--- src/rtl/branch_ctrl.sv ---
// Branch control stage: decodes BEQ/BNE/HALT from the fetched instruction, maps the
// branch index to an absolute target through a writable LUT, and sequences a program run.
module branch_ctrl #(
   parameter int LUT_DEPTH = 16,
   parameter int PC_W      = 10,
   parameter int CNT_W     = 16
) (
   input  logic                         Clk,
   input  logic                         Reset_n,
   input  logic                         Start,
   input  logic [8:0]                   Instr,
   input  logic                         LutWrEn,
   input  logic [$clog2(LUT_DEPTH)-1:0] LutWrAddr,
   input  logic [PC_W-1:0]              LutWrData,
   output logic                         BranchOnEq,
   output logic                         BranchOnNe,
   output logic [PC_W-1:0]              Target,
   output logic                         Busy,
   output logic                         Done,
   output logic                         WrErr,
   output logic [CNT_W-1:0]             CycleCount
);

   localparam int IDX_W = $clog2(LUT_DEPTH);

   typedef enum logic [1:0] {S_IDLE, S_RUN, S_DONE} state_t;

   state_t            state_q;
   logic              start_q;
   logic              busy_q;
   logic              done_q;
   logic              wr_err_q;
   logic              wr_err_d;
   logic [CNT_W-1:0]  cnt_q;
   logic [CNT_W-1:0]  cnt_d;
   logic [PC_W-1:0]   lut_q [LUT_DEPTH];

   logic              is_beq;
   logic              is_bne;
   logic              is_halt;
   logic              run_entry;
   logic              wr_accept;
   logic [IDX_W-1:0]  idx;

   assign is_beq    = (Instr[8:5] == 4'b1100);
   assign is_bne    = (Instr[8:5] == 4'b1101);
   assign is_halt   = (Instr == 9'h1FF);
   assign idx       = Instr[IDX_W-1:0];
   // Run begins on the falling edge of Start seen while idle.
   assign run_entry = (state_q == S_IDLE) && !Start && start_q;
   assign wr_accept = LutWrEn && (state_q != S_RUN);

   assign BranchOnEq = is_beq && busy_q;
   assign BranchOnNe = is_bne && busy_q;
   assign Target     = (is_beq || is_bne) ? lut_q[idx] : '0;
   assign Busy       = busy_q;
   assign Done       = done_q;
   assign WrErr      = wr_err_q;
   assign CycleCount = cnt_q;

   always_comb begin
      cnt_d = cnt_q;
      if (run_entry) begin
         cnt_d = '0;
      end else if (state_q == S_RUN && cnt_q != {CNT_W{1'b1}}) begin
         cnt_d = cnt_q + CNT_W'(1);
      end
   end

   always_comb begin
      wr_err_d = wr_err_q;
      if (run_entry) begin
         wr_err_d = 1'b0;
      end else if (LutWrEn && state_q == S_RUN) begin
         wr_err_d = 1'b1;
      end
   end

   // Reads see the pre-write contents, so a same-cycle write/read returns the old entry.
   always_ff @(posedge Clk or negedge Reset_n) begin
      if (!Reset_n) begin
         for (int i = 0; i < LUT_DEPTH; i++) begin
            lut_q[i] <= '0;
         end
      end else if (wr_accept) begin
         lut_q[LutWrAddr] <= LutWrData;
      end
   end

   always_ff @(posedge Clk or negedge Reset_n) begin
      if (!Reset_n) begin
         state_q  <= S_IDLE;
         start_q  <= 1'b0;
         busy_q   <= 1'b0;
         done_q   <= 1'b0;
         cnt_q    <= '0;
         wr_err_q <= 1'b0;
      end else begin
         start_q  <= Start;
         cnt_q    <= cnt_d;
         wr_err_q <= wr_err_d;
         case (state_q)
            S_IDLE: begin
               if (run_entry) begin
                  state_q <= S_RUN;
                  busy_q  <= 1'b1;
               end
            end
            S_RUN: begin
               // An abort wins over a HALT presented on the same cycle.
               if (Start) begin
                  state_q <= S_IDLE;
                  busy_q  <= 1'b0;
               end else if (is_halt) begin
                  state_q <= S_DONE;
                  busy_q  <= 1'b0;
                  done_q  <= 1'b1;
               end
            end
            S_DONE: begin
               if (Start) begin
                  state_q <= S_IDLE;
                  done_q  <= 1'b0;
               end
            end
            default: begin
               state_q <= S_IDLE;
               busy_q  <= 1'b0;
               done_q  <= 1'b0;
            end
         endcase
      end
   end

endmodule

--- config.mk ---
export PLATFORM = sky130hd
export DESIGN_NAME = branch_ctrl
export DESIGN_NICKNAME = d
export VERILOG_FILES = /design/src/rtl/branch_ctrl.sv
export SDC_FILE = /design/constraint.sdc
export NUM_CORES = 1
export LEC_CHECK = 0
export ABC_CLOCK_PERIOD_IN_PS = 2800
export CAP_MARGIN = 20
export CORE_ASPECT_RATIO = 1.25
export CORE_MARGIN = 3
export CORE_UTILIZATION = 59
export CTS_CLUSTER_DIAMETER = 100
export DETAILED_ROUTE_END_ITERATION = 7
export GPL_TIMING_DRIVEN = 0
export PLACE_DENSITY_LB_ADDON = 0.15
export SYNTH_ARGS = -nofsm -noshare
export SYNTH_HDL_FRONTEND = slang
export SYNTH_SLANG_ARGS = --single-unit
--- constraint.sdc ---
create_clock -name Clk -period 2.8 [get_ports Clk]
set_input_delay 0.56 -clock Clk [delete_from_list [all_inputs] [get_ports Clk]]
set_output_delay 0.56 -clock Clk [all_outputs]
set_load 0.01 [all_outputs]
==> results.md, run 1 <==
* Netlist cell types at 48
* Worst Path Buf+Inv at 4
* Antenna-violating nets left at 0
* Core footprint at around 14000 µm²
* Std-Cell Rows at between 40 and 50
* Die Ht at ~140 µm
* Post-DP HPWL at approximately 14000 µm
* Yosys reg bits at between 150 and 200
* Setup ws final at roughly 0.051 ns
* Syn-to-layout area delta at 19.2%
* Critical path arrival at 2.19 ns
* Vias per cell at between 6 and 7
* Most common cell after layout, fill and taps aside: dfrtp_1
* LEAKAGE at roughly 4.6 nW
* Port Buf Inserts at between 50 and 60
* Largest net degree at the start of global routing at 106
* P_sw at around 0.0019 W
* DR vias at approximately 5600
* Share of cells above drive strength 1 at a little under two fifths
* EDFF count, synth at 0
* Synth async-reset ratio at 100%
* Critical Path RT at between 2 and 2.5 ns
* Cells after Synth at 630
* Unrepaired setup endpoints after global routing: false
* Internal Power at ~0.0060 W
* Detailed Route Iter0 Violations at between 300 and 400
* Clock period minus worst slack at 2.75 ns
* CTS buffer count at 17
* Max-Slew Margin vs Limit at a little under a third
* Util after Layout at between 70% and 80%
* Clock buffer depth at 2
* CP Launch Type: input pin
* Pre-antenna DRT Iters at 5
* Pre-CTS WS at -0.984 ns
* First-pass GRT wire length at about 34000 µm
* Flop pwr share at between 40% and 50%
* Reg clk slew, reported paths at 0.07 ns
* Most frequent cells in the layout: 182 x dfrtp_1, 157 x mux2_2, 41 x clkdlybuf4s50_1
* Fill count at 942
* Largest stage delay, worst path at between 0.3 and 0.4 ns
* Crit path max-delay family: buffers and inverters
* Antenna cells at 0
* Worst-Margin Slew at approximately 1.0 ns
* CTS Root Cell: clkbuf_16
* Maximum clock rate at around 0.36 GHz
* Clk pwr share at about 36%
* Fin nets at about 730
* Drt drc at 0
* Worst clock skew at 0.00905 ns
* Switching Share at ~25%
* Total die area at around 16000 µm²
* Crit Path Category: in -> out
* Initial Utilization at 61.3%
* GPL Wtd Cong at 0.834
* Worst vdd rail ir drop at between 0.6 and 0.7 mV
* Post-Route WL at 20800 µm
* WL/cell at around 23 µm
* Initial antenna violation count at 0
* Grt ovf at 0
* Yosys warning count at 0
* Final Hold Slack at 0.141 ns
* Hold crit path type: in -> async
* # IOs at 58
* Clk_lat worst skew at between 0.4 and 0.5 ns
* Final Hold Fails at 0
* Mapped Area at 8660 µm²
* H-tree depth at 4
* Critical path endpoint category: primary output
* Run status: finished, final reports clean
* Commonest register cell after synthesis: dfrtp_1
* Pwr Density at between 700 and 800 nW/µm²
* CTS tree: done
* Total GRT Usage at about 27%
* Synth Net Count at about 660
* Cts hold-fix bufs at 0
* CP most frequent cell: dlygate4sd2_1
* CP max stage cell: dlygate4sd2_1
* Mean Syn Cell Area at ~14 µm²
* Vias in the first global route at 6071
* Final number of max-transition violations at 0
* Crit share post-route at 98.2%
* Setup violations, final at 0
* Die width at approximately 110 µm
* Post-synthesis sequential area ratio at 52.6%
* Crit-path cells: dlygate4sd2_1 > clkbuf_8 > clkbuf_4 > a21oi_1 > o211ai_1 > o21ai_1 > dlygate4sd2_1
* Comb power frac at 18.5%
* Max-cap violation count at 0
* Clock Sinks at about 180
* Crit-path max FO at 10
==> per-layer routing <==
layer	share of wire (%)	vias to the layer above	track usage [%]
met1	40	2905	35.3
met5	0	-	0
met2	53	166	47.1
met3	4.5	47	4.22
met4	2.4	0	10.2
li1	-	2504	-
==> worst reg2reg max path, cell delays in order (launching register included) <==
cell	delay [ns]
dfrtp_1	0.36
clkbuf_1	0.18
nand2b_1	0.13
buf_6	0.15
nand4_2	0.23
nor2_2	0.67
mux2_2	0.42
==> power groups by stage <==
stage / combinational [W] / clock (W) / sequential (W)
detailed placement: 0.00143 / 0 / 0.00362
global route: 0.00159 / 0.00296 / 0.00367
floorplan: 0.00104 / 0 / 0.00352
finish: 0.00146 / 0.00286 / 0.00359
CTS: 0.00147 / 0.00288 / 0.00358
global placement: 0.00135 / 0 / 0.00357
==> cell type report <==
| type | instances | area, µm² | area share [%] |
|---|---|---|---|
| clock inverter | 11 | 241 | 2.34 |
| sequential | 182 | 4550 | 44.2 |
| inverter | 2 | 8.76 | 0.0849 |
| timing repair buffer | 56 | 603 | 5.85 |
| tap | 175 | 219 | 2.12 |
| multi-input combinational | 412 | 3980 | 38.5 |
| buffer | 35 | 241 | 2.34 |
| clock buffer | 21 | 470 | 4.56 |
==> through the flow <==
stage          cells  power [W]  instance area, µm²  setup TNS (ns)
3_5_place_dp     859    0.00505                9440           -9.08
3_3_place_gp     858    0.00492                9410        -1075.10
5_1_grt          894    0.00822               10300               0
6_report         894    0.00790               10300               0
4_1_cts          894    0.00793               10300           -1.40
2_1_floorplan    630    0.00456                8660               0
==> path summary, 6_finish.rpt <==
| kind | from | endpoint | slack (ns) | depth (start not counted) |
|---|---|---|---|---|
| worst min-delay path | Reset_n | CycleCount[5] | 0.14 | 1 |
| worst min register to register | lut_q[3] | lut_q[3] | 0.50 | 1 |
| worst max-delay path | Instr[2] | Target[6] | 0.05 | 7 |
| worst max register to register | state_q[0] | lut_q[40] | 0.53 | 6 |
| max in group asynchronous | Reset_n | lut_q[142] | 1.84 | 2 |
| min in group Clk | lut_q[3] | lut_q[3] | 0.50 | 1 |
==> flip-flops by register name, indices dropped and copies added, names as in the netlist <==
| name | count |
|---|---|
| Busy | 1 |
| CycleCount | 16 |
| start_q | 1 |
| WrErr | 1 |
| Done | 1 |
| lut_q | 160 |
| state_q | 2 |
==> timing repair <==
item                       in CTS  in global routing
setup buffers                   2                  0
resized for setup              45                 17
pin swaps                       2                  0
setup endpoints to repair      10                  9
cloned                          1                  0
==> logic make-up after synthesis <==
family	share of synthesized area, %
fa+ha+maj	0.145
buf+inv	1.91
mux	32.0
simple gates	7.99
xor+xnor	0.506
compound gates	4.86
flops	52.6
==> Yosys cell counts (all sizes together) (2+ instances only) <==
cell type,number,area share [%]
a21oi,12,0.69
nand2b,4,0.29
o211ai,12,1.0
or4,2,0.22
and3,4,0.29
a211oi,9,0.78
nand3,17,1.0
nand2,29,1.3
a32oi,9,0.91
buf,11,0.78
mux2,170,23
dfrtp,182,53
nor2b,10,0.72
o21ai,13,0.80
nor2,26,1.4
mux4,22,5.7
mux2i,32,3.7
nand4b,2,0.35
nand4,8,0.65
nor3,8,0.91
and4,2,0.20
o31ai,3,0.26
or3,3,0.22
xor2,4,0.40
clkbuf,24,1.0
(Power assumes the default switching activity.)
==> run 2: changes to the inputs <==
--- a/config.mk
+++ b/config.mk
@@ -10,10 +10,12 @@
 export CORE_ASPECT_RATIO = 1.25
 export CORE_MARGIN = 3
 export CORE_UTILIZATION = 59
+export CTS_BUF_LIST = sky130_fd_sc_hd__clkbuf_16
 export CTS_CLUSTER_DIAMETER = 100
 export DETAILED_ROUTE_END_ITERATION = 7
 export GPL_TIMING_DRIVEN = 0
 export PLACE_DENSITY_LB_ADDON = 0.15
+export REMOVE_ABC_BUFFERS = 1
 export SYNTH_ARGS = -nofsm -noshare
 export SYNTH_HDL_FRONTEND = slang
 export SYNTH_SLANG_ARGS = --single-unit
==> results.md, run 2 (synthesized netlist as in run 1, its figures left out) <==
* CTS Root Cell: clkbuf_16
* Setup crit start: Instr[0]
* Die Ht at 141 µm (unchanged)
* Std-Cell Rows at 48 (unchanged)
* DR vias at 5434 (-3.3%)
* WL/cell at 22.4 µm (-3.4%)
* Largest stage delay, worst path at 0.51 ns (+0.15 ns)
* Grt ovf at 0 (unchanged)
* Syn-to-layout area delta at 18.3%
* CP max stage cell: mux4_2
* Clock Sinks at 182 (unchanged)
* Final number of max-transition violations at 0 (unchanged)
* Total GRT Usage at 26.0% (-1.4 points)
* Antenna-violating nets left at 0 (unchanged)
* Worst R2R Path Depth at 4 (-2)
* Worst clock skew at 0.00996 ns (+0.000908 ns)
* # IOs at 58 (unchanged)
* Die width at 114 µm (unchanged)
* Core footprint at 14100 µm² (unchanged)
* Total die area at 16200 µm² (unchanged)
* Setup violations, final at 0 (unchanged)
* Max-cap violation count at 0 (unchanged)
* Antenna cells at 0 (unchanged)
* Flop2flop setup slack at 0.35 ns (-0.18 ns)
* Share of cells above drive strength 1 at 38.2% (-0.20 points)
* Crit Path Category: in -> out
* Crit share post-route at 97.5% (-0.65 points)
* Detailed Route Iter0 Violations at 419 (+18%)
* Post-Route WL at 19500 µm (-6.1%)
* Critical path arrival at 2.17 ns (-0.02 ns)
* Dpl cells at 829 (-3.5%)
* Largest net degree at the start of global routing at 117 (+10%)
* Run status: finished, final reports clean
* R2R Path Start: state_q[1]
* Pwr Density at 777 nW/µm² (+1.5%)
* H-tree depth at 4 (unchanged)
* Clk_lat worst skew at 0.43 ns (about the same)
* Fin nets at 709 (-3.4%)
* LEAKAGE at 4.46 nW (-3.2%)
* Crit-path cells: buf_12 > buf_16 > buf_4 > mux4_2 > mux2i_1 > o21ai_0 > dlygate4sd2_1
* Util after Layout at 72.6% (-0.51 points)
* PnR Total Power at 0.00796 W (+0.75%)
* Setup ws final at 0.0688 ns (+0.0181 ns)
* CTS buffer count at 17 (unchanged)
* Clock buffer depth at 2 (unchanged)
* CP Launch Type: input pin
* Pre-CTS WS at -0.711 ns (+0.272 ns)
* CTS tree: done
* Reg clk slew, reported paths at 0.06 ns (about the same)
* Post-DP HPWL at 12000 µm (-13%)
* First-pass GRT wire length at 32100 µm (-4.6%)
* Hold crit path type: in -> async
* GPL Wtd Cong at 0.890 (+6.8%)
* Reg2reg end: lut_q[94]
* Initial antenna violation count at 0 (unchanged)
* Worst-Margin Slew at 0.949 ns (-0.0839 ns)
* Maximum clock rate at 0.366 GHz (+0.66%)
* Max-Slew Margin vs Limit at 36.6% (+5.6 points)
* Largest register FFs at 160 (unchanged)
* Drt drc at 0 (unchanged)
* Clock period minus worst slack at 2.73 ns (-0.0181 ns)
* Final Hold Fails at 0 (unchanged)
* Final Hold Slack at 0.0614 ns (-0.0796 ns)
* Pre-antenna DRT Iters at 4 (-1)
* Port Buf Inserts at 57 (+7.5%)
* Initial Utilization at 61.3% (unchanged)
* Critical path endpoint category: primary output
* Worst vdd rail ir drop at 0.474 mV (-25%)
* Critical Path RT at 2.24 ns (about the same)
* Vias in the first global route at 5862 (-3.4%)
* Cts hold-fix bufs at 0 (unchanged)
* Most frequent cells in the layout: 182 x dfrtp_1, 157 x mux2_2, 43 x clkdlybuf4s50_1
* Crit-path max FO at 15 (+5)
* Crit path capture: Target[6]
* Largest register by flop count: lut_q
* Vias per cell at 6.25 (-0.56%)
* Layout Cells excl Fill at 869 (-2.8%)
* Most common cell after layout, fill and taps aside: dfrtp_1
-- run 2: cell count changes in the layout (fill, tap and decap cells not counted), moves of 3 or more --
cell / delta
mux2i_1: -3
buf_4: +3
clkinvlp_4: +3
clkbuf_4: -5
buf_2: -3
dlymetal6s2s_1: -8
dlygate4sd2_1: +8
clkbuf_2: -5
mux2i_2: +3
clkbuf_8: -4
clkbuf_1: -15
-- run 2: worst min path at each step --
stage	start	to	slack (ns)	depth (start not counted)
2_1_floorplan	Reset_n	Busy	0.26	0
3_3_place_gp	lut_q[1]	lut_q[1]	0.46	1
3_5_place_dp	lut_q[2]	lut_q[2]	0.48	1
4_1_cts	Reset_n	CycleCount[3]	0.08	1
5_1_grt	Reset_n	CycleCount[9]	0.1	1
6_report	Reset_n	CycleCount[3]	0.06	1
-- run 2: critical path, delay by kind of cell --
| family | cells | cell delay (ns) |
|---|---|---|
| AO/OA/AOI/OAI | 1 | 0.11 |
| buffers and inverters | 4 | 0.75 |
| multiplexers | 2 | 0.73 |
-- run 2: layout make-up --
cell class	instances	area, µm²
inverter	2	8.76
multi-input combinational	411	3980
clock buffer	17	425
tap	175	219
clock inverter	15	305
sequential	182	4550
timing repair buffer	67	748
fill	945	3870
-- run 2: stage by stage --
step,TNS [ns],area [µm²]
floorplan,0,8500
detailed placement,-6.47,9340
CTS,0,10200
finish,0,10200
global route,-0.00113,10200
global placement,-1077.19,9290
-- run 2: routing by layer --
| metal | track usage [%] | part of all wire (%) | vias to the layer above |
|---|---|---|---|
| li1 | - | - | 2443 |
| met1 | 33.7 | 40 | 2817 |
| met2 | 44.4 | 53 | 145 |
| met3 | 4.22 | 5.2 | 29 |
| met4 | 9.19 | 1.8 | 0 |
| met5 | 0 | 0 | - |
-- run 2: report_power, final --
| part | internal, W | switching [W] | leakage (nW) |
|---|---|---|---|
| sequential | 0.00325 | 0.000336 | 2.29 |
| clock | 0.00193 | 0.00101 | 0.344 |
| combinational | 0.000875 | 0.000565 | 1.83 |
| total | 0.00606 | 0.00191 | 4.46 |
-- run 2: timing repair --
item	CTS	global route
gates resized for setup	29	4
gates cloned	2	0
buffers inserted	6	0
endpoints found under the setup margin	10	3
pin swaps	1	0
==> run 3: changes to the inputs <==
--- a/config.mk
+++ b/config.mk
@@ -12,6 +12,7 @@
 export CORE_UTILIZATION = 59
 export CTS_BUF_LIST = sky130_fd_sc_hd__clkbuf_16
 export CTS_CLUSTER_DIAMETER = 100
+export CTS_CLUSTER_SIZE = 8
 export DETAILED_ROUTE_END_ITERATION = 7
 export GPL_TIMING_DRIVEN = 0
 export PLACE_DENSITY_LB_ADDON = 0.15
@@ -19,3 +20,4 @@
 export SYNTH_ARGS = -nofsm -noshare
 export SYNTH_HDL_FRONTEND = slang
 export SYNTH_SLANG_ARGS = --single-unit
+export TNS_END_PERCENT = 1
==> results.md, run 3 (synthesized netlist as in run 1, its figures left out) <==
* Syn-to-layout area delta at 18.7%
* Run status: finished, final reports clean
* Total die area at 16200 µm² (unchanged)
* LEAKAGE at 4.50 nW (+0.80%)
* Share of cells above drive strength 1 at 38.8% (+0.61 points)
* Antenna cells at 0 (unchanged)
* Post-DP HPWL at 12000 µm (unchanged)
* DP Area at 9340 µm² (unchanged)
* Die width at 114 µm (unchanged)
* Total GRT Usage at 26.0% (about the same)
* Detailed Route Iter0 Violations at 481 (+15%)
* Grt ovf at 0 (unchanged)
* Initial Utilization at 61.3% (unchanged)
* Crit-path max FO at 15 (unchanged)
* Initial antenna violation count at 0 (unchanged)
* CTS buffer count at 17 (unchanged)
* Vias per cell at 6.36 (+1.7%)
* Sum Neg Setup Slack at 0 ns (unchanged)
* Final Hold Fails at 0 (unchanged)
* Vias in the first global route at 5839 (-0.39%)
* Core footprint at 14100 µm² (unchanged)
* Clock period minus worst slack at 2.73 ns (-0.00130 ns)
* First-pass GRT wire length at 32100 µm (-0.15%)
* Most common cell after layout, fill and taps aside: dfrtp_1
* Setup crit start: Instr[0]
* GPL Wtd Cong at 0.890 (unchanged)
* Post-Route WL at 19600 µm (+0.50%)
* Final number of max-transition violations at 0 (unchanged)
* Hold crit path type: in -> async
* Worst clock skew at 0.00692 ns (-0.00305 ns)
* Largest net degree at the start of global routing at 117 (unchanged)
* WL/cell at 22.5 µm (+0.27%)
* Worst-Margin Slew at 0.937 ns (-0.0121 ns)
* CTS tree: done
* Largest register by flop count: lut_q
* CP Launch Type: input pin
* Fin nets at 711 (+0.28%)
* Final instance area at 10300 µm² (+0.37%)
* Crit share post-route at 97.5% (about the same)
* Worst vdd rail ir drop at 0.473 mV (about the same)
* R2R Path Start: state_q[1]
* Pwr Density at 776 nW/µm² (-0.14%)
* CTS Root Cell: clkbuf_16
* # IOs at 58 (unchanged)
* Most frequent cells in the layout: 182 x dfrtp_1, 157 x mux2_2, 43 x clkdlybuf4s50_1
* Clock buffer depth at 2 (unchanged)
* Reg clk slew, reported paths at 0.06 ns (about the same)
* Maximum clock rate at 0.366 GHz (about the same)
* Port Buf Inserts at 57 (unchanged)
* Setup violations, final at 0 (unchanged)
* PnR Total Power at 0.00798 W (+0.22%)
* Antenna-violating nets left at 0 (unchanged)
* Std-Cell Rows at 48 (unchanged)
* Largest register FFs at 160 (unchanged)
* Clock Sinks at 182 (unchanged)
* Die Ht at 141 µm (unchanged)
* Critical path arrival at 2.17 ns (about the same)
* Cts hold-fix bufs at 0 (unchanged)
* Critical path endpoint category: primary output
* Drt drc at 0 (unchanged)
* Crit Path Category: in -> out
* Max-Slew Margin vs Limit at 37.4% (+0.81 points)
* Critical Path RT at 2.24 ns (about the same)
* H-tree depth at 4 (unchanged)
* Pre-antenna DRT Iters at 5 (+1)
* Max-cap violation count at 0 (unchanged)
* DR vias at 5537 (+1.9%)
* Clk_lat worst skew at 0.43 ns (about the same)
run 3: changes by cell type in the layout (fill, tap and decap cells not counted), sizes merged:
cell           change
dlygate4sd2        -4
bufbuf             -1
buf                +3
clkdlybuf4s15      +1
dlymetal6s2s       +3
run 3: path summary, 6_finish.rpt:
kind / endpoint / slack [ns] / cells after the start
min in group Clk: lut_q[2] / 0.50 / 1
worst max-delay path: Target[5] / 0.07 / 7
worst min register to register: lut_q[2] / 0.50 / 1
max in group asynchronous: lut_q[1] / 1.80 / 2
worst min-delay path: CycleCount[3] / 0.07 / 1
worst max register to register: lut_q[97] / 0.35 / 4
run 3: area by class of cell:
| cell class | instances | area (µm²) |
|---|---|---|
| clock buffers | 17 | 425 |
| clock inverters | 15 | 305 |
| fillers | 936 | 3830 |
| inverters | 2 | 8.76 |
| multi-input cells | 411 | 4000 |
| flip-flops and latches | 182 | 4550 |
| well taps | 175 | 219 |
| repair buffers | 69 | 767 |
run 3: power by group:
part,switching [W],internal [W]
clock network,0.00100,0.00194
logic,0.000575,0.000883
registers,0.000337,0.00325
run 3: repair_timing:
item | 4_1_cts | 5_1_grt
setup endpoints to repair | 10 | 3
gates resized for setup | 27 | 12
gates cloned | 2 | 0
pin swaps | 1 | 0
buffers inserted | 1 | 7
run 3: metrics by stage:
stage	util, %	std cells	hold slack (ns)	worst slack, ns
global route	72.8	871	0.0915	-0.000246
finish	72.8	871	0.0672	0.0701
CTS	72.2	864	0.0806	-0.0868
global placement	65.8	827	0.462	-5.70
detailed placement	66.2	829	0.476	-0.711
floorplan	-	595	0.264	0.733
run 3: routing by layer:
metal	routed length, µm	vias to the layer above	track usage, %
met4	327	0	8.19
met1	8220	2918	33.8
li1	-	2448	-
met5	0	-	0
met2	10300	145	44.2
met3	783	26	4.95
run 3: critical path, stage by stage:
cell and delay [ns]:
buf_12 0.16, buf_16 0.15, buf_4 0.16, mux4_2 0.52, mux2i_2 0.23, o21ai_0 0.12, clkdlybuf4s15_1 0.26
==> RTL change (settings of run 3) <==
Set the parameter `CNT_W` to 12 (it was 16).
--- a/src/rtl/branch_ctrl.sv
+++ b/src/rtl/branch_ctrl.sv
@@ -3,7 +3,7 @@
 module branch_ctrl #(
    parameter int LUT_DEPTH = 16,
    parameter int PC_W      = 10,
-   parameter int CNT_W     = 16
+   parameter int CNT_W     = 12
 ) (
    input  logic                         Clk,
    input  logic                         Reset_n,
Ports: changed (resized CycleCount); port bits go from 58 to 54. The function was not compared with the original's and may differ.
==> RTL change against run 3 <==
Utilization fell by 2.5 points. Area after synthesis fell by 3.4%. Power fell by 8.1%. Maximum frequency fell by 3.1%. Global-route usage fell by 1.2 points. Sequential cell count fell by 4. Worst setup slack got worse by 0.088 ns. Clock power fell by 16%. The flow now finishes with violations (negative setup slack). Register-to-register slack improved by 0.12 ns. Design area fell by 5.1%. Wire length fell by 6.9%. Non-clock buffer count fell by 7.
==> RTL change: results (changes against run 3) <==
[status]
status=finished with violations
violations=negative setup slack

[route]
routed_wl_mm=18.25  ; -6.9%
drtPass1Iterations=5  ; unchanged
viasPerCell=6.336  ; -0.33%
wl_per_cell_um=22.48  ; -0.12%
first_iter_violations=343  ; -29%

[cts]
insertion_delay_ns=0.43  ; about the same
cts_root_buf=clkbuf_16
path_clk_slew_ns=0.07
cts_max_level=4  ; unchanged
clock_path_buffers=2  ; unchanged
cts_made_buffers=17  ; unchanged

[setup_path]
arrival_ns=2.26  ; +0.09 ns
path_max_fanout=17  ; +2
critPathMaxStageDelay_ns=0.52  ; about the same
worst_path_max_delay_cell=clkdlybuf4s50_1
crit_family=buffers and inverters

[logic_synthesis]
synthAdderAreaFrac_pct=0.1496  ; +0.0051 points
yosysSeqAreaShare_pct=53.27  ; +0.65 points
synth_area_leaders=dfrtp_1, mux2_2, mux4_2
syn_inst=575  ; -8.7%
synth_top_cells_by_count=dfrtp_1, mux2_2, mux4_2, mux2i_1, nand2_1
synth_compound_area_share_pct=4.549  ; -0.31 points
yosysUniqueCellTypes=48  ; unchanged
synthMuxAreaShare_pct=32.68  ; +0.71 points
synth_xor_area_share_pct=0.1047  ; -0.40 points
synthArstFlopShare_pct=100.0  ; unchanged

[placed_design]
dp_hpwl_mm=12.00  ; +0.37%
io_buffer_count=53  ; -7.0%
place.gp.congestion=0.8221  ; -7.7%
dp.cells=774  ; -6.6%

[sta]
setup_viol=1  ; +1
final.setup.worst_slack_ns=-0.01779  ; -0.08793 ns
slew_headroom_pct=35.81  ; -1.6 points
clock_skew_ns=0.007878  ; +0.0009619 ns

[finish]
drive_above_1_share_pct=42.07  ; +3.3 points
top_register=lut_q
nFillCells=932  ; -0.43%
final_nets=652  ; -8.3%
n_antenna_cell=0  ; unchanged

[worst_hold_path]
hp-class=input port to asynchronous set/reset pin

[grt]
grt_start_max_net_pins=98  ; -16%
grt_pass1_vias=5411  ; -7.3%
grtUsageTotal_pct=24.78  ; -1.2 points
grt_pass1_wl_mm=30.08  ; -6.2%

[power]
p_leak_uw=0.004136  ; -8.0%
vdd_ir_drop_max_uv=445.4  ; -5.9%
p_int_uw=5500  ; -9.3%

## RTL change: timing repair
action,CTS,global route
setup buffers,5,0
endpoints found under the setup margin,10,10
gates resized for setup,29,17
cloned,1,0
pin swaps,1,2
## RTL change: layout make-up
class | instances | area, sq um | share of cell area [%]
clock buffers | 17 | 425.4 | 4.362
clock inverters | 15 | 191.4 | 1.963
inverters | 5 | 18.77 | 0.1925
multi-input cells | 360 | 3752 | 38.48
repair buffers | 62 | 690.7 | 7.082
flip-flops and latches | 178 | 4454 | 45.68
well taps | 175 | 219.0 | 2.245
## RTL change: worst reg2reg max path, delay by kind of cell, from the launching register on
kind / cells / cell delay [ns]
AND/OR/NAND/NOR: 3 / 1.35
flip-flops: 1 / 0.45
multiplexers: 1 / 0.43
## RTL change: stage by stage
step,TNS [ns],hold WS [ns],util (%),area [sq um],setup slack (ns)
CTS,-0.1352,0.1315,70.31,9754,-0.03871
finish,-0.01779,0.1011,70.29,9752,-0.01779
detailed placement,-11.66,0.4919,65.07,9027,-1.169
global placement,-1045.34,0.4827,64.55,8955,-5.675
floorplan,0,0.2644,-,8205,0.5598
global route,-0.07150,0.1567,70.29,9752,-0.04094
## RTL change: power groups by stage
stage | sequential [uW] | combinational, uW | clock, uW
2_1_floorplan | 3450 | 925 | 0
3_3_place_gp | 3500 | 1280 | 0
3_5_place_dp | 3550 | 1340 | 0
4_1_cts | 3510 | 1360 | 2520
5_1_grt | 3590 | 1470 | 2630
6_report | 3510 | 1350 | 2480
## RTL change: path summary, 6_finish.rpt
kind | from | to | slack, ns | depth (start not counted)
max | Instr[8] | Target[0] | -0.02 | 7
min | Reset_n | lut_q[124] | 0.10 | 1
max reg2reg | state_q[1] | lut_q[59] | 0.47 | 4
min reg2reg | lut_q[23] | lut_q[23] | 0.50 | 1
max in group asynchronous | Reset_n | lut_q[33] | 1.82 | 2
min in group Clk | lut_q[23] | lut_q[23] | 0.50 | 1
## RTL change: cells by family after synthesis
group,Yosys count
buffers and inverters,37
adder cells (fa/ha/maj),1
flip-flops,178
AND/OR/NAND/NOR,92
AO/OA/AOI/OAI,52
multiplexers,214
XOR/XNOR,1
## RTL change: layer usage
layer	wire length, um	vias up	part of all wire (%)	global-route usage (%)
met5	0	-	0	0
met1	7481	2737	41	32.34
met3	676	32	3.7	4.540
li1	-	2263	-	-
met4	391	0	2.1	8.228
met2	9701	113	53	42.04
